--- src/rtl/wbxwatchdog.sv ---
// wbxwatchdog: zero-latency Wishbone pipeline watchdog that errors the master and aborts downstream on a stall timeout.
// Optional WBXWATCHDOG_STATUS_EN adds a saturating o_fault_count output.
module wbxwatchdog #(
    parameter int AW        = 32,
    parameter int DW        = 32,
    parameter int LGDEPTH   = 5,
    parameter int LGTIMEOUT = 10,
    parameter int TIMEOUT   = 1000
) (
`ifdef WBXWATCHDOG_STATUS_EN
    output logic [15:0]     o_fault_count,
`endif
    input  logic            i_wb_clk,
    input  logic            i_reset_n,
    input  logic            i_wb_cyc,
    input  logic            i_wb_stb,
    input  logic            i_wb_we,
    input  logic [AW-1:0]   i_wb_addr,
    input  logic [DW-1:0]   i_wb_data,
    input  logic [DW/8-1:0] i_wb_sel,
    output logic            o_wb_stall,
    output logic            o_wb_ack,
    output logic            o_wb_err,
    output logic [DW-1:0]   o_wb_data,
    output logic            o_dn_cyc,
    output logic            o_dn_stb,
    output logic            o_dn_we,
    output logic [AW-1:0]   o_dn_addr,
    output logic [DW-1:0]   o_dn_data,
    output logic [DW/8-1:0] o_dn_sel,
    input  logic            i_dn_stall,
    input  logic            i_dn_ack,
    input  logic            i_dn_err,
    input  logic [DW-1:0]   i_dn_data
);
    typedef enum logic [1:0] {IDLE, BUSY, FAULT, DRAIN} state_t;
    localparam logic [LGTIMEOUT-1:0] RELOAD = LGTIMEOUT'(TIMEOUT - 1);
    state_t state;
    logic [LGDEPTH-1:0] count, count_n;
    logic [LGTIMEOUT-1:0] timer;
    logic active, full, accept, retire, busy;
    assign active     = i_reset_n && (state == IDLE || state == BUSY);
    assign full       = &count;
    assign o_dn_cyc   = active && i_wb_cyc;
    assign o_dn_stb   = active && i_wb_stb && !full;
    assign o_dn_we    = i_wb_we;
    assign o_dn_addr  = i_wb_addr;
    assign o_dn_data  = i_wb_data;
    assign o_dn_sel   = i_wb_sel;
    assign o_wb_stall = !active || i_dn_stall || full;
    assign o_wb_ack   = o_dn_cyc && i_dn_ack;
    assign o_wb_err   = (o_dn_cyc && i_dn_err) || (i_reset_n && state == FAULT);
    assign o_wb_data  = i_dn_data;
    assign accept     = i_wb_stb && !o_wb_stall;
    assign retire     = o_dn_cyc && (i_dn_ack || i_dn_err);
    assign count_n    = count + LGDEPTH'(accept) - LGDEPTH'(retire);
    // A stalled request with nothing outstanding still counts as waiting on downstream.
    assign busy       = i_wb_cyc && (count != '0 || (i_wb_stb && o_wb_stall));
    always_ff @(posedge i_wb_clk) begin
        if (!i_reset_n) begin
            state <= IDLE;
            count <= '0;
            timer <= RELOAD;
        end else begin
            case (state)
                IDLE, BUSY: begin
                    if (!i_wb_cyc) begin
                        state <= IDLE;
                        count <= '0;
                        timer <= RELOAD;
                    end else if (busy && !accept && !retire) begin
                        state <= (timer == LGTIMEOUT'(1)) ? FAULT : BUSY;
                        timer <= timer - LGTIMEOUT'(1);
                    end else begin
                        state <= (count_n != '0) ? BUSY : IDLE;
                        count <= count_n;
                        timer <= RELOAD;
                    end
                end
                FAULT: begin
                    state <= DRAIN;
                    count <= '0;
                    timer <= RELOAD;
                end
                DRAIN:   state <= i_wb_cyc ? DRAIN : IDLE;
                default: state <= IDLE;
            endcase
        end
    end
`ifdef WBXWATCHDOG_STATUS_EN
    always_ff @(posedge i_wb_clk) begin
        if (!i_reset_n)
            o_fault_count <= '0;
        else if (state == FAULT && o_fault_count != 16'hFFFF)
            o_fault_count <= o_fault_count + 16'd1;
    end
`endif
endmodule

--- config.mk ---
export PLATFORM = sky130hd
export DESIGN_NAME = wbxwatchdog
export DESIGN_NICKNAME = d
export VERILOG_FILES = /design/src/rtl/wbxwatchdog.sv
export SDC_FILE = /design/constraint.sdc
export NUM_CORES = 1
export LEC_CHECK = 0
export ABC_CLOCK_PERIOD_IN_PS = 5600
export BUFFER_PORTS_ARGS = -buffer_cell sky130_fd_sc_hd__buf_4
export CORE_AREA = 2 2 82 84
export CTS_BUF_LIST = sky130_fd_sc_hd__clkbuf_8
export CTS_CLUSTER_DIAMETER = 60
export DETAILED_ROUTE_END_ITERATION = 8
export DIE_AREA = 0 0 84 86
export HOLD_SLACK_MARGIN = 0.05
export PLACE_DENSITY = 0.79
export SLEW_MARGIN = 10
export SYNTH_ARGS = -nofsm -noshare
export SYNTH_HDL_FRONTEND = slang
export SYNTH_SLANG_ARGS = --single-unit
--- constraint.sdc ---
create_clock -name i_wb_clk -period 5.6 [get_ports i_wb_clk]
set_input_delay 1.12 -clock i_wb_clk [delete_from_list [all_inputs] [get_ports i_wb_clk]]
set_output_delay 1.12 -clock i_wb_clk [all_outputs]
set_load 0.02 [all_outputs]
Word-level counts from Yosys, hierarchy flattened

Cells that the tools add are included.

Output and inout port bits: 106
Bits of input ports: 108
Logic and storage cells: 54
Register bits after elaboration: 17

Equal/unequal tests: 5
Add/subtract/negate cells: 3
Reductions and logical operators: 31
Muxes and demuxes: 12

Operator list:

| cell                  | number |
|---|---|
| $mux 10               | 2 |
| $pmux 10 s2           | 1 |
| $logic_and 1x1->1     | 13 |
| $eq 10x1->1 const B   | 1 |
| $mux 5                | 2 |
| $pmux 5 s2            | 1 |
| $reduce_bool 5->1     | 2 |
| $sub 10x1->10 const B | 1 |
| $mux 2                | 4 |
| $logic_or 1x1->1      | 6 |
| $pmux 2 s3            | 1 |
| $add 5x1->5           | 1 |
| $logic_not 1->1       | 5 |
| $reduce_and 5->1      | 1 |
| $sub 5x1->5           | 1 |
| $eq 2x2->1 const B    | 2 |
| $ne 3x3->1 const B    | 1 |
| $eq 2x1->1 const B    | 1 |
| $logic_not 2->1       | 1 |
| $reduce_and 2->1      | 1 |
| $reduce_bool 2->1     | 1 |
| $reduce_or 2->1       | 1 |
| $mux 1                | 1 |

Logic depth before layout (Yosys ltp)

Gate-level depths: netlist (run 1).

Depth in word-level cells: 15
Depth in mapped cells: 12

Worst setup path before layout (run 1)

Ideal clock, no wire load.

Kind: input to register
Start point: in i_wb_stb
End point: reg state[0]
Slack: 2326 ps
Data required time: 5468 ps
Cell stages on the path: 10
Data arrival time: 3142 ps
Library setup time: 132 ps
Cells stage by stage: nor4bb_1 nand2_1 ha_1 inv_1 ha_1 fa_1 xor2_1 or3_1 o31ai_1 a21oi_1

Cells in the longest elaborated chain, start to end: 8
Elaborated cells on any way between the ends: 14
Classes of those cells: add/sub: 2; mux: 4; reduce/logical: 8

Ends and longest elaborated chain:

| element                                                       | line   | text |
|---|---|---|
| from (decl)                                                   | 16     | `input logic i_wb_stb,` |
| $logic_and 1x1->1 (on tied branches)                          | 54, 58 |  |
| $add 5x1->5 / $logic_or 1x1->1 (equally long branches)        | 56, 58 |  |
| $sub 5x1->5 / $logic_and 1x1->1 (equally long branches)       | 56, 58 |  |
| $reduce_bool 5->1 / $logic_and 1x1->1 (equally long branches) | 75, 71 |  |
| $mux 1 / $logic_and 1x1->1 (equally long branches)            | 75, 71 |  |
| $mux 2 *                                                      | 71     | `end else if (busy && !accept && !retire) begin` |
| $mux 2 *                                                      | 67     | `if (!i_wb_cyc) begin` |
| $pmux 2 s3 *                                                  | 65     | `case (state)` |
| to (signal assigned)                                          | 72     | `state <= (timer == LGTIMEOUT'(1)) ? FAULT : BUSY;` |
| to (signal assigned)                                          | 75     | `state <= (count_n != '0) ? BUSY : IDLE;` |
| to (signal assigned)                                          | 85     | `DRAIN: state <= i_wb_cyc ? DRAIN : IDLE;` |
| to (decl)                                                     | 38     | `state_t state;` |

Mark *: on every way between the ends. The rest lies on a longest branch, timed or not.
A chain may end at the register's enable or synchronous reset.

Worst setup path in the final report (run 1)

Start point: in i_reset_n
End point: out o_wb_stall

Cells in the longest elaborated chain, start to end: 4

Ends and longest elaborated chain:

| element                       | line | text |
|---|---|---|
| from (decl)                   | 14   | `input logic i_reset_n,` |
| $logic_and 1x1->1             | 42   | `assign active = i_reset_n && (state == IDLE \|\| state == BUSY);` |
| $logic_not 1->1               | 50   | `assign o_wb_stall = !active \|\| i_dn_stall \|\| full;` |
| $logic_or 1x1->1 (2 in a row) | 50   |  |
| to (decl)                     | 21   | `output logic o_wb_stall,` |

No other way between the ends.

==> impl.org, run 1 <==
** Power
- For this design the ratio of total power to cell area is 208 nW/um^2.
- IR analysis of the VDD net gives a maximum drop of 0.0860 mV.
- For this design the static power due to leakage is between 0.5 and 0.6 nW.

** Timing
- The final max-slew violation count came to 0.
- Setup repair after global routing left no endpoint under its margin.
- Hold violation count in the final report :: 0
- Across the routed clock network, the largest skew measured is ~0.00073 ns.
- The routed design could run at a clock period as short as around 3.4 ns.
- Adding up every negative setup slack in the final design gives 0 ns.
- Relative slew slack :: 0.682
- Setup slack of the critical path after layout :: between 2 and 2.5 ns
- Timing would allow up to ~290 MHz.
- For the pin with the worst max-slew slack, the measured transition is around 0.48 ns.
- Part of the cycle the worst path needs :: 0.615
- Setup violations remaining at the end of the flow were counted as 0.

** Place
- Gpl congestion :: 0.827
- Before CTS, the worst setup slack after placement is between 1.5 and 2 ns.
- In this run the tool buffered the top-level ports with 11 buffer cells.
- HPWL after DPL :: between 2000 and 2500 um

** Setup path
- Family with the most delay on the worst path :: simple AND/OR/NAND/NOR gates
- Type of the worst setup path :: input port to output pin
- Critical path's most frequent cell :: sky130_fd_sc_hd__buf_4
- STA puts the critical path data arrival time at between 2 and 2.5 ns.
- Data on the critical path is required at its endpoint by 4.48 ns.
- Kind of launch point of the worst setup path :: input port
- The slowest stage of the critical path belongs to the cell sky130_fd_sc_hd__or4b_2.
- Counting both buffers and inverters, the worst setup path holds a total of 3.
- The signal on the critical path passes through buf_4, inv_1, or4b_2, buf_4.
- CP max stage delay :: approximately 0.67 ns
- Largest fanout on the critical path :: 14
- STA classifies the critical path endpoint as an output pin.

** Flow run
- The tool flagged a number of max-cap violations equal to 0.

** Route
- For this block, the initial DRC count from the detailed router was 50.
- After detailed routing, the number of remaining DRC violations is 0.
- Antenna-violating nets left :: 0
- Vias per cell :: 5.17
- After detailed routing, the average wire length per cell comes to about 13 um.
- Total detailed-routing wirelength :: roughly 3000 um
- The routed layout has ~1200 vias.
- Pre-Repair DR Iteration Count :: 4

** Logic synthesis
- For this run, the register share of the synthesized area comes to 0.182.
- Number of different library cells in the post-synthesis netlist :: between 40 and 50
- After synthesis the netlist holds a flip-flop and latch count of 17.
- Counting every instance in the synthesized netlist gives between 200 and 250.
- The number of nets handed over by synthesis was 356.
- Avg Cell Area, Syn :: 7.86 sq um
- Synth warn :: 0
- Synth Cell Area :: 1870 sq um

** Global routing
- Sum of overflow across all layers after global routing :: 0
- Across every metal layer, demand over resource in global routing totals 0.0803.
- Largest net degree at the start of global routing :: 15
- Vias in the first global route :: ~1200
- The first global-routing pass estimated just under 5000 um of wire.
- Initial antenna violation count :: 0

** Outcome
- Status :: complete, no violations

** Floorplanning
- Horizontal die dimension :: approximately 84 um
- Count of boundary I/O pins :: between 200 and 250
- For this configuration, the core starts out at a cell density of 0.298.
- After floorplanning, the core was sized to cover around 6300 sq um.
- Site row count :: 29
- Die outline area :: about 7200 sq um
- Measured along the y axis, the die boundary spans ~86 um.

** Clock network
- Clock latency reported for the late side of the worst-skew pair :: approximately 0.26 ns
- Number of buffers inserted to repair setup after CTS :: 0
- After clock tree synthesis, the repair step resized 0 gates.
- CTS Buffer Depth :: 2
- The tree built by TritonCTS fans out to 17 sinks.
- The number of clock buffers added by TritonCTS is 3.
- Worst-path clk slew :: 0.07 ns
- Root buffer selected by CTS :: sky130_fd_sc_hd__clkbuf_8
- CTS tree :: built
- In this run the number of H-tree levels came out at 1.
- Buffers inserted to repair hold after CTS numbered 0.

** Finish
- Fillers :: around 680
- Area growth, synth to finish :: -30.0%
- The number of antenna diodes in the final layout is 0.
- Layout cell share with drive strength beyond 1 :: 0.150
- Layout Nets :: ~270

** Worst hold path
- Hold Path Class :: flip-flop to flip-flop
layer usage:
metal | GRT usage | vias to the layer above | wire length [um]
met1 | 0.0734 | 532 | 1060
li1 | - | 510 | -
met4 | 0.122 | 0 | 313
met2 | 0.119 | 63 | 1290
met3 | 0.0250 | 53 | 297
met5 | 0 | - | 0
stage by stage:
stage	total power (W)	util	hold WS [ns]	std cells	area, sq um
after floorplan	0.000275	-	0.452	238	1870
after global placement	0.000181	0.201	0.479	220	1260
after detailed placement	0.000182	0.201	0.488	220	1260
after CTS	0.000275	0.209	0.498	224	1310
after global routing	0.000287	0.209	0.527	224	1310
final	0.000273	0.209	0.507	224	1310
cells by family after synthesis:
| kind of cell | share of synthesized area |
|---|---|
| XOR/XNOR | 0.0234 |
| adder cells (fa/ha/maj) | 0.0709 |
| AND/OR/NAND/NOR | 0.145 |
| buffers and inverters | 0.444 |
| multiplexers | 0.00535 |
| flip-flops | 0.182 |
| AO/OA/AOI/OAI | 0.129 |
cell usage after synthesis (all sizes together):
cell,n,area [sq um]
nand2,13,48.8
nand4,2,12.5
or3b,1,8.76
o21ai,11,55.1
nand3b,2,15.0
o21bai,1,7.51
a21boi,1,11.3
a22oi,1,7.51
nor4bb,1,10.0
inv,12,45.0
clkbuf,3,11.3
xnor2,1,8.76
o311ai,2,17.5
mux2i,1,10.0
buf,103,774
o21a,1,7.51
dfxtp,17,340
a211o,3,28.8
and3,4,30.0
and4b,1,10.0
a21oi,10,50.1
or4b,2,20.0
xor2,4,35.0
or3,3,18.8
o41ai,1,8.76
nor3,5,25.0
o31ai,1,7.51
nand3,6,30.0
a21o,1,7.51
and2,1,6.26
ha,9,113
fa,1,20.0
o22a,1,10.0
nor2,8,30.0
a31oi,2,12.5
a22o,1,10.0
nor2b,1,6.26
power breakdown:
| part | internal, W | total, W | switching [W] |
|---|---|---|---|
| Sequential | 0.000124 | 0.000128 | 0.00000364 |
| Combinational | 0.0000227 | 0.0000519 | 0.0000292 |
| Clock | 0.0000495 | 0.0000928 | 0.0000433 |
worst paths after layout:
path / start / slack [ns] / end / cells after the start
setup / recovery: i_reset_n / 2.16 / o_wb_stall / 4
hold reg to reg: timer[9] / 0.51 / timer[9] / 2
hold / removal: timer[9] / 0.51 / timer[9] / 2
setup reg to reg: state[1] / 2.83 / state[0] / 10
layout by cell type (no fill, tap or decap), types with 2 or more instances in the layout:
master                     count
sky130_fd_sc_hd__clkbuf_8      3
sky130_fd_sc_hd__a31oi_1       2
sky130_fd_sc_hd__or3_1         3
sky130_fd_sc_hd__nand4_1       2
sky130_fd_sc_hd__nor2_1        8
sky130_fd_sc_hd__inv_1        12
sky130_fd_sc_hd__nand3_1       6
sky130_fd_sc_hd__a21oi_1      10
sky130_fd_sc_hd__nor3_1        5
sky130_fd_sc_hd__o21ai_0      11
sky130_fd_sc_hd__nand3b_1      2
sky130_fd_sc_hd__xor2_1        4
sky130_fd_sc_hd__ha_1          9
sky130_fd_sc_hd__a211o_2       2
sky130_fd_sc_hd__nand2_1      13
sky130_fd_sc_hd__and3_1        3
sky130_fd_sc_hd__dfxtp_1      17
sky130_fd_sc_hd__buf_4        11
worst min-delay path: stages, from the launching register on:
cell                      delay, ns
sky130_fd_sc_hd__dfxtp_1       0.31
sky130_fd_sc_hd__inv_1         0.07
sky130_fd_sc_hd__a31oi_1       0.07
state kept, by name (all words and copies together), names as in the netlist:
register / flops
timer: 10
count: 5
state: 2
cell type report:
cell class,count,area [sq um],area share
Inverter,12,45.0,0.0344
Clock inverter,1,5.00,0.00382
Multi-Input combinational cell,103,699,0.534
Tap cell,77,96.3,0.0735
Sequential cell,17,340,0.260
Clock buffer,3,41.3,0.0315
Timing Repair Buffer,11,82.6,0.0630
Note: power is estimated with default switching activity, not from simulation.
==> inputs of run 2 (changes only) <==
--- a/config.mk
+++ b/config.mk
@@ -5,7 +5,7 @@
 export SDC_FILE = /design/constraint.sdc
 export NUM_CORES = 1
 export LEC_CHECK = 0
-export ABC_CLOCK_PERIOD_IN_PS = 5600
+export ABC_CLOCK_PERIOD_IN_PS = 2800
 export BUFFER_PORTS_ARGS = -buffer_cell sky130_fd_sc_hd__buf_4
 export CORE_AREA = 2 2 82 84
 export CTS_BUF_LIST = sky130_fd_sc_hd__clkbuf_8
@@ -13,7 +13,7 @@
 export DETAILED_ROUTE_END_ITERATION = 8
 export DIE_AREA = 0 0 84 86
 export HOLD_SLACK_MARGIN = 0.05
-export PLACE_DENSITY = 0.79
+export PLACE_DENSITY = 0.82
 export SLEW_MARGIN = 10
 export SYNTH_ARGS = -nofsm -noshare
 export SYNTH_HDL_FRONTEND = slang
==> constraint.sdc (replaced) <==
create_clock -name i_wb_clk -period 2.8 [get_ports i_wb_clk]
set_input_delay 0.56 -clock i_wb_clk [delete_from_list [all_inputs] [get_ports i_wb_clk]]
set_output_delay 0.56 -clock i_wb_clk [all_outputs]
set_load 0.02 [all_outputs]
==> run 2 against run 1 <==
Non-clock buffer count increased by 3; register-to-register slack got worse by 2.7 ns; global-route usage increased by 0.22 points; clock-buffer cell count unchanged; routed wire length decreased by 0.10%; final area increased by 1.7%; worst hold slack improved by 0.0033 ns; clock power increased by 93%; largest cell class unchanged; highest routed layer unchanged.
==> impl.org, run 2 (synthesis results as in run 1) <==
** Setup path
- STA classifies the critical path endpoint as a flip-flop.
- Type of the worst setup path :: input port to flip-flop
- The cell that appears most often on the critical path is sky130_fd_sc_hd__ha_1.
- Walking the worst path, the cells encountered are buf_4, nor4bb_1, nand2_1, ha_1, inv_1, ha_1, fa_1, xor2_1, or3_1, o31ai_1, a21oi_1.
- Largest fanout on the critical path :: 2
- For this run, the slowest stage of the critical path takes 0.41 ns.
- The kind of cell with the highest combined delay along the critical path is adder cells.
- Data on the critical path is required at its endpoint by between 2 and 3 ns.
- Kind of launch point of the worst setup path :: input port
- Reg-to-reg critical path startpoint :: state[1]
- Crit. Startpoint :: i_dn_stall
- Together, buffers and inverters on the worst path number 2.
- For the worst setup path, the data arrival time is roughly 2.9 ns.
- Cell with the biggest individual delay on the critical path :: sky130_fd_sc_hd__fa_1

** Timing
- At the pin with the least slew margin, the transition time is roughly 0.43 ns.
- For the final database, setup skew stands at ~0.0074 ns.
- The clock period could shrink to 2.73 ns.
- Hold violation count in the final report :: 0
- Relative slew slack :: 0.712
- Setup repair after global routing left no endpoint under its margin.
- Part of the cycle the worst path needs :: 0.976
- Setup violations remaining at the end of the flow were counted as 0.
- Final Hold Slack :: slightly above 0.5 ns
- Adding up every negative setup slack in the final design gives 0 ns.
- Top achievable clock speed :: around 370 MHz
- The final max-slew violation count came to 0.

** Route
- In the final routed layout, each cell accounts on average for 13.0 um.
- Total via count after detailed routing :: around 1100
- Total detailed-routing wirelength :: between 2000 and 3000 um
- Dividing the detail-routed via count by the number of cells gives 4.92.
- Antenna-violating nets left :: 0
- In this run, the number of DRC markers left after iteration 0 of detailed routing was 72.
- Final routed DRC violation total :: 0
- The first detailed-routing pass took 4 iterations.

** Finish
- Flip-flop count of the largest register, all copies and words added :: 10
- Antenna diode count :: 0
- Area growth, synth to finish :: -28.8%
- Commonest cells after routing, fill and taps aside :: sky130_fd_sc_hd__dfxtp_1 (16), sky130_fd_sc_hd__buf_4 (14), sky130_fd_sc_hd__inv_1 (13), sky130_fd_sc_hd__nand2_1 (13), sky130_fd_sc_hd__o21ai_0 (11)
- Register with the highest flop count :: timer
- In the final layout, the share of cells above drive strength 1 is 0.167.
- Biggest registers after layout :: timer: 10 flops, count: 5 flops, state: 2 flops
- Layout Nets :: around 270
- The library cell used most frequently in the layout, excluding fill and tap cells, is sky130_fd_sc_hd__dfxtp_1.

** Clock network
- In this run the number of H-tree levels came out at 1.
- In this run, post-CTS hold repair placed 0 buffers.
- Number of buffers inserted to repair setup after CTS :: 0
- CTS tree :: built
- Worst-path clk slew :: ~0.07 ns
- CTS Buffer Depth :: 2
- TritonCTS Sinks :: 17
- Root buffer selected by CTS :: sky130_fd_sc_hd__clkbuf_8
- Cts bufs inserted :: 3
- Clock latency reported for the late side of the worst-skew pair :: 0.26 ns
- # resized after CTS :: 0

** Global routing
- Initial antenna violation count :: 0
- GRT Resource Usage Total :: 0.0825
- The number of global-route vias before repair came to roughly 1100.
- Global-route wire length before repair :: ~4900 um
- Sum of overflow across all layers after global routing :: 0
- Entering global routing, the biggest net connects 14 pins.

** Power
- The design draws approximately 0.00054 W.
- Across the VDD grid, the largest voltage drop is between 0.2 and 0.25 mV.
- For this design the static power due to leakage is around 0.54 nW.
- Areal power density over the cells :: slightly above 400 nW/um^2

** Floorplanning
- Horizontal die dimension :: between 80 and 90 um
- Site row count :: 29
- Measured along the y axis, the die boundary spans ~86 um.
- Die outline area :: about 7200 sq um
- Count of boundary I/O pins :: around 210
- For this configuration, the core starts out at a cell density of 0.298.
- The core region is approximately 6300 sq um.

** Flow run
- Max-cap violation count :: 0

** Place
- Detailed placement ended at an HPWL of between 2000 and 2500 um.
- The congestion estimate from routability-driven global placement came to approximately 0.83.
- Input and output buffers added on the ports amount to 11.

** Outcome
- The flow ran to the end, and the final reports show no timing, DRC or antenna violations.

** Worst hold path
- Worst hold start :: timer[9]
- Hold Path Class :: flip-flop to flip-flop
[run 2: cell count changes in the layout (fill, tap and decap cells not counted), sizes merged]
cell | previous run | this run
buf | 11 | 14
clkinv | 1 | 0
inv | 12 | 13
[run 2: per-layer routing]
layer  track usage  wire length, um  up-vias
met1        0.0815             1080      509
met3        0.0241              295       36
met5             0                0        -
met2         0.124             1320       56
met4         0.109              266        0
li1              -                -      516
[run 2: per-stage QoR]
step                instance area [sq um]  cells  utilization  worst slack [ns]
finish                               1330    227        0.212            0.0681
global route                         1330    227        0.212           0.00473
CTS                                  1330    227        0.212            0.0889
detailed placement                   1290    223        0.205            -0.146
global placement                     1290    223        0.205           -0.0286
floorplan                            1870    238            -            0.0857
[run 2: path summary, 6_finish.rpt]
kind	slack (ns)	cells past startpoint	endpoint
max reg2reg	0.11	10	state[0]
min reg2reg	0.51	2	timer[9]
min	0.51	2	timer[9]
max	0.07	11	state[0]
[run 2: area by class of cell]
cell class / instances / area [sq um]
clock inverters: 1 / 3.75
repair buffers: 14 / 105
well taps: 77 / 96.3
flip-flops and latches: 17 / 342
multi-input cells: 103 / 699
inverters: 12 / 45.0
fillers: 695 / 4940
clock buffers: 3 / 41.3
[run 2: power by group]
group | leakage (nW) | switching, W | total, W | internal (W)
clock network | 0.0269 | 0.0000819 | 0.000179 | 0.0000974
logic | 0.379 | 0.0000590 | 0.000107 | 0.0000482
registers | 0.138 | 0.00000730 | 0.000256 | 0.000249
total | 0.545 | 0.000148 | 0.000543 | 0.000395
[run 2: worst register-to-register path: stages, from the launching register on]
cell	delay, ns
sky130_fd_sc_hd__dfxtp_2	0.37
sky130_fd_sc_hd__nor4bb_1	0.31
sky130_fd_sc_hd__nand2_1	0.13
sky130_fd_sc_hd__ha_1	0.29
sky130_fd_sc_hd__inv_1	0.04
sky130_fd_sc_hd__ha_1	0.20
sky130_fd_sc_hd__fa_1	0.41
sky130_fd_sc_hd__xor2_1	0.17
sky130_fd_sc_hd__or3_1	0.31
sky130_fd_sc_hd__o31ai_1	0.25
sky130_fd_sc_hd__a21oi_1	0.09
==> inputs of run 3 (changes only) <==
--- a/config.mk
+++ b/config.mk
@@ -5,6 +5,7 @@
 export SDC_FILE = /design/constraint.sdc
 export NUM_CORES = 1
 export LEC_CHECK = 0
+export ABC_AREA = 1
 export ABC_CLOCK_PERIOD_IN_PS = 2800
 export BUFFER_PORTS_ARGS = -buffer_cell sky130_fd_sc_hd__buf_4
 export CORE_AREA = 2 2 82 84
@@ -12,8 +13,9 @@
 export CTS_CLUSTER_DIAMETER = 60
 export DETAILED_ROUTE_END_ITERATION = 8
 export DIE_AREA = 0 0 84 86
+export GPL_TIMING_DRIVEN = 0
 export HOLD_SLACK_MARGIN = 0.05
-export PLACE_DENSITY = 0.82
+export PLACE_DENSITY = 0.84
 export SLEW_MARGIN = 10
 export SYNTH_ARGS = -nofsm -noshare
 export SYNTH_HDL_FRONTEND = slang
==> run 3 against run 2 <==
Non-clock buffer count up 205; highest routed layer unchanged; synthesized area up 5.4%; clock-buffer cell count unchanged.
==> impl.org, run 3 <==
** Outcome
- Status :: complete, no violations

** Logic synthesis
- Most used standard cells in the synthesized netlist :: sky130_fd_sc_hd__buf_4 (102), sky130_fd_sc_hd__nand2_1 (37), sky130_fd_sc_hd__inv_1 (24)
- The synthesized-area fraction occupied by ao, oa, aoi and oai cells is 0.0641.
- When the netlist entered floorplanning its net count stood at just under 400.
- Synth Cell Area :: around 2000 sq um
- Of the total synthesized cell area, the portion taken by AND, OR, NAND and NOR gates is 0.229.
- Number of synthesized flops with an enable pin :: 0
- Number of different library cells in the post-synthesis netlist :: 28
- Of the post-synthesis cell area, the part taken by muxes is 0.
- Among all cell types in the netlist, the one instantiated most often is sky130_fd_sc_hd__buf_4.
- Synth warn :: 0
- The most used flip-flop cell after synthesis is sky130_fd_sc_hd__dfxtp_1.
- Each instance of the synthesized netlist takes up on average 7.14 sq um.
- Sorting the synthesized cells by area gives the leading types as sky130_fd_sc_hd__buf_4 (39%), sky130_fd_sc_hd__dfxtp_1 (17%), sky130_fd_sc_hd__nand2_1 (7.0%), sky130_fd_sc_hd__ha_1 (5.7%), sky130_fd_sc_hd__inv_1 (4.6%).
- Of all cell types, the one taking the most synthesized area is sky130_fd_sc_hd__buf_4.
- Share of async-settable or async-resettable flops after synthesis :: 0
- Share of the synthesized area in the top cell type :: 0.389
- Combinational family with the most area after synthesis :: buffers and inverters
- The synthesized design contains 17 register bits.
- The cell count after synthesis came out at ~280.
- XOR/XNOR Fraction of Synth Area :: 0.0267
- Of the synthesized area, sequential elements account for 0.173.
- Of the total synthesized cell area, the portion taken by full adders, half adders and majority gates is 0.0673.

** Finish
- Commonest non-fill, non-tap cell in the layout :: sky130_fd_sc_hd__buf_4
- In the final layout, the share of cells above drive strength 1 is 0.604.
- Register with the highest flop count :: timer
- In the final design database the tool counted 515 nets.
- The largest registers in the layout are timer: 10 flops, count: 5 flops, state: 2 flops.
- Area growth, synth to finish :: 53.1%
- Antenna diode count :: 0
- The register with the most flip-flops in the layout has 10 of them.
- Post-layout util :: 0.481
- Commonest cells after routing, fill and taps aside :: sky130_fd_sc_hd__buf_4 (217), sky130_fd_sc_hd__nand2_1 (37), sky130_fd_sc_hd__inv_1 (25)
- The finished cells cover 3020 sq um.

** Timing
- Minimum clock period after layout :: 2.65 ns
- Number of failing setup endpoints in the final timing report :: 0
- Setup repair after global routing left no endpoint under its margin.
- The count of final hold-check violations was 0.
- For the final database, setup skew stands at about 0.0038 ns.
- Relative slew slack :: 0.730
- Setup slack of the critical path after layout :: 0.148 ns
- Setup total negative slack :: 0 ns
- Static timing analysis puts the maximum clock frequency at around 380 MHz.
- Slew @ Worst Pin :: 0.404 ns
- Max-slew violations :: 0
- Part of the cycle the worst path needs :: 0.947

** Power
- Cell internal power was estimated by the tool at 0.000593 W.
- The share of total power dissipated in sequential elements is 0.283.
- P_sw :: approximately 0.00033 W
- The completed layout was analyzed and its total power is around 0.00092 W.
- The share of total power dissipated in the clock network is 0.195.
- Of the total power, the share spent switching nets is 0.354.
- For this design the ratio of total power to cell area is between 300 and 400 nW/um^2.
- Share of power burned in combinational logic :: 0.522
- The worst-case IR drop observed on VDD is 0.189 mV.
- Summed over all cells, the static leakage comes to between 1.5 and 2 nW.

** Worst hold path
- For hold timing, the worst endpoint is count[3].
- The min-delay analysis places its worst path in the category flip-flop to flip-flop.
- Count of cells along the worst hold path :: 2
- The startpoint identified for the worst hold timing path is count[3].

** Route
- Average routed wire per standard cell :: 10.8 um
- Total via count after detailed routing :: between 2000 and 2500
- Violation count after the first detailed-routing iteration :: 33
- Once detail routing completed, the nets flagged for antenna violations numbered 0.
- Using the TritonRoute via totals, the vias-per-cell ratio works out to about 4.3.
- Pre-Repair DR Iteration Count :: 4
- Final routed DRC violation total :: 0
- Total detailed-routing wirelength :: 5120 um

** Clock network
- After clock tree synthesis, the flow added hold-fix buffers numbering 0.
- CTS tree :: built
- Maximum level of the CTS H-tree :: 1
- Root buffer selected by CTS :: sky130_fd_sc_hd__clkbuf_8
- The clock net in this run drives a total of 17 sinks.
- Cts bufs inserted :: 3
- Clock latency reported for the late side of the worst-skew pair :: approximately 0.25 ns
- Worst-path clk slew :: approximately 0.060 ns
- CTS Buffer Depth :: 2

** Setup path
- STA classifies the critical path endpoint as a flip-flop.
- Data required time at the worst endpoint :: approximately 3 ns
- Setup slack on the worst reg-to-reg path comes out at 0.15 ns.
- In this run the critical register-to-register path is launched from count[2].
- STA puts the critical path data arrival time at ~2.8 ns.
- The critical path in this run is classified as input port to flip-flop.
- Counting cells, the worst reg-to-reg path comes to 14.
- Kind of launch point of the worst setup path :: input port
- In this run the worst path has a maximum fanout of 3.
- In this run the critical register-to-register path is captured at state[0].

** Floorplanning
- Core Region :: around 6300 sq um
- The die covers approximately 7200 sq um.
- The die is about 84 um wide.
- For this design the top-level I/O count stands at 214.
- Overall die height :: ~86 um
- Initial cell density of the core :: 0.314
- Site row count :: 29

** Global routing
- GRT Resource Usage Total :: 0.127
- Global-route wire length before repair :: approximately 7700 um
- Vias in the first global route :: around 1800
- Sum of overflow across all layers after global routing :: 0
- Entering global routing, the biggest net connects 11 pins.
- The initial antenna violation count came to 0.

** Place
- Area after DPL :: between 2000 and 3000 sq um
- Gpl congestion :: 0.827
- HPWL after DPL :: between 4000 and 5000 um
- Worst setup timing slack at the placement stage :: -0.235 ns
- Port buffer count :: 111

** Flow run
- Max-cap violations in this run came to 0.
run 3: cell types whose count changed after synthesis, moves of 3 or more:
cell	previous run	this run
sky130_fd_sc_hd__inv_1	12	24
sky130_fd_sc_hd__nor2_1	8	22
sky130_fd_sc_hd__nand3_1	6	16
sky130_fd_sc_hd__or3_1	3	0
sky130_fd_sc_hd__nor3_1	5	0
sky130_fd_sc_hd__nand2_1	13	37
sky130_fd_sc_hd__o22ai_1	0	5
sky130_fd_sc_hd__and3_1	3	0
sky130_fd_sc_hd__o21ai_0	11	3
run 3: power by group through the flow:
stage / sequential (W) / combinational, W / clock (W)
6_report: 0.000260 / 0.000480 / 0.000179
5_1_grt: 0.000261 / 0.000515 / 0.000194
4_1_cts: 0.000260 / 0.000474 / 0.000185
3_5_place_dp: 0.000265 / 0.000471 / 0
3_3_place_gp: 0.000264 / 0.000463 / 0
2_1_floorplan: 0.000263 / 0.000322 / 0
run 3: kinds of logic after synthesis:
family	count (synthesis)
AOI/OAI and AO/OA	23
and+or+nand+nor	91
DFF	17
buffers and inverters	129
xor gates and xnor gates	6
adders and majority gates	10
run 3: metal layers:
metal | vias up | GRT usage | routed length [um]
li1 | 1007 | - | -
met1 | 904 | 0.127 | 1720
met2 | 111 | 0.255 | 2820
met3 | 6 | 0.0337 | 515
met4 | 0 | 0.0337 | 55
met5 | - | 0 | 0
run 3: cell type report:
cell class / count / area (sq um)
Sequential cell: 17 / 347
Multi-Input combinational cell: 130 / 788
Clock inverter: 1 / 3.75
Buffer: 103 / 773
Inverter: 26 / 97.6
Tap cell: 77 / 96.3
Clock buffer: 3 / 41.3
Timing Repair Buffer: 116 / 871
Fill cell: 641 / 3260
run 3: how the worst max path moves through the flow:
stage / from / endpoint / slack, ns
floorplan: i_reset_n / state[0] / 0.03
global placement: i_wb_cyc / state[0] / -0.20
detailed placement: i_wb_cyc / state[0] / -0.23
CTS: count[2] / state[0] / 0.003
global route: count[2] / state[0] / 0.007
finish: i_wb_cyc / state[0] / 0.15
run 3: worst max-delay path, stage by stage:
cell	delay (ns)
sky130_fd_sc_hd__buf_4	0.09
sky130_fd_sc_hd__inv_1	0.06
sky130_fd_sc_hd__nor2_4	0.14
sky130_fd_sc_hd__nand2_4	0.08
sky130_fd_sc_hd__nor2_4	0.16
sky130_fd_sc_hd__ha_1	0.25
sky130_fd_sc_hd__inv_1	0.09
sky130_fd_sc_hd__ha_4	0.14
sky130_fd_sc_hd__fa_1	0.45
sky130_fd_sc_hd__or2_4	0.27
sky130_fd_sc_hd__nor2_2	0.09
sky130_fd_sc_hd__nand3_1	0.07
sky130_fd_sc_hd__nor2_1	0.12
sky130_fd_sc_hd__nor2_1	0.06
sky130_fd_sc_hd__nor2_1	0.10
sky130_fd_sc_hd__nor2_1	0.04
run 3: timing repair:
action	in CTS	in global routing
buffers inserted	1	4
pin swaps	1	5
gates resized for setup	1	8
endpoints found under the setup margin	1	1
cloned	0	0
run 3: per-stage QoR:
| stage | hold WS [ns] | instances |
|---|---|---|
| after floorplan | 0.458 | 276 |
| after global placement | 0.476 | 464 |
| after detailed placement | 0.480 | 464 |
| after CTS | 0.497 | 469 |
| after global routing | 0.517 | 473 |
| final | 0.487 | 473 |
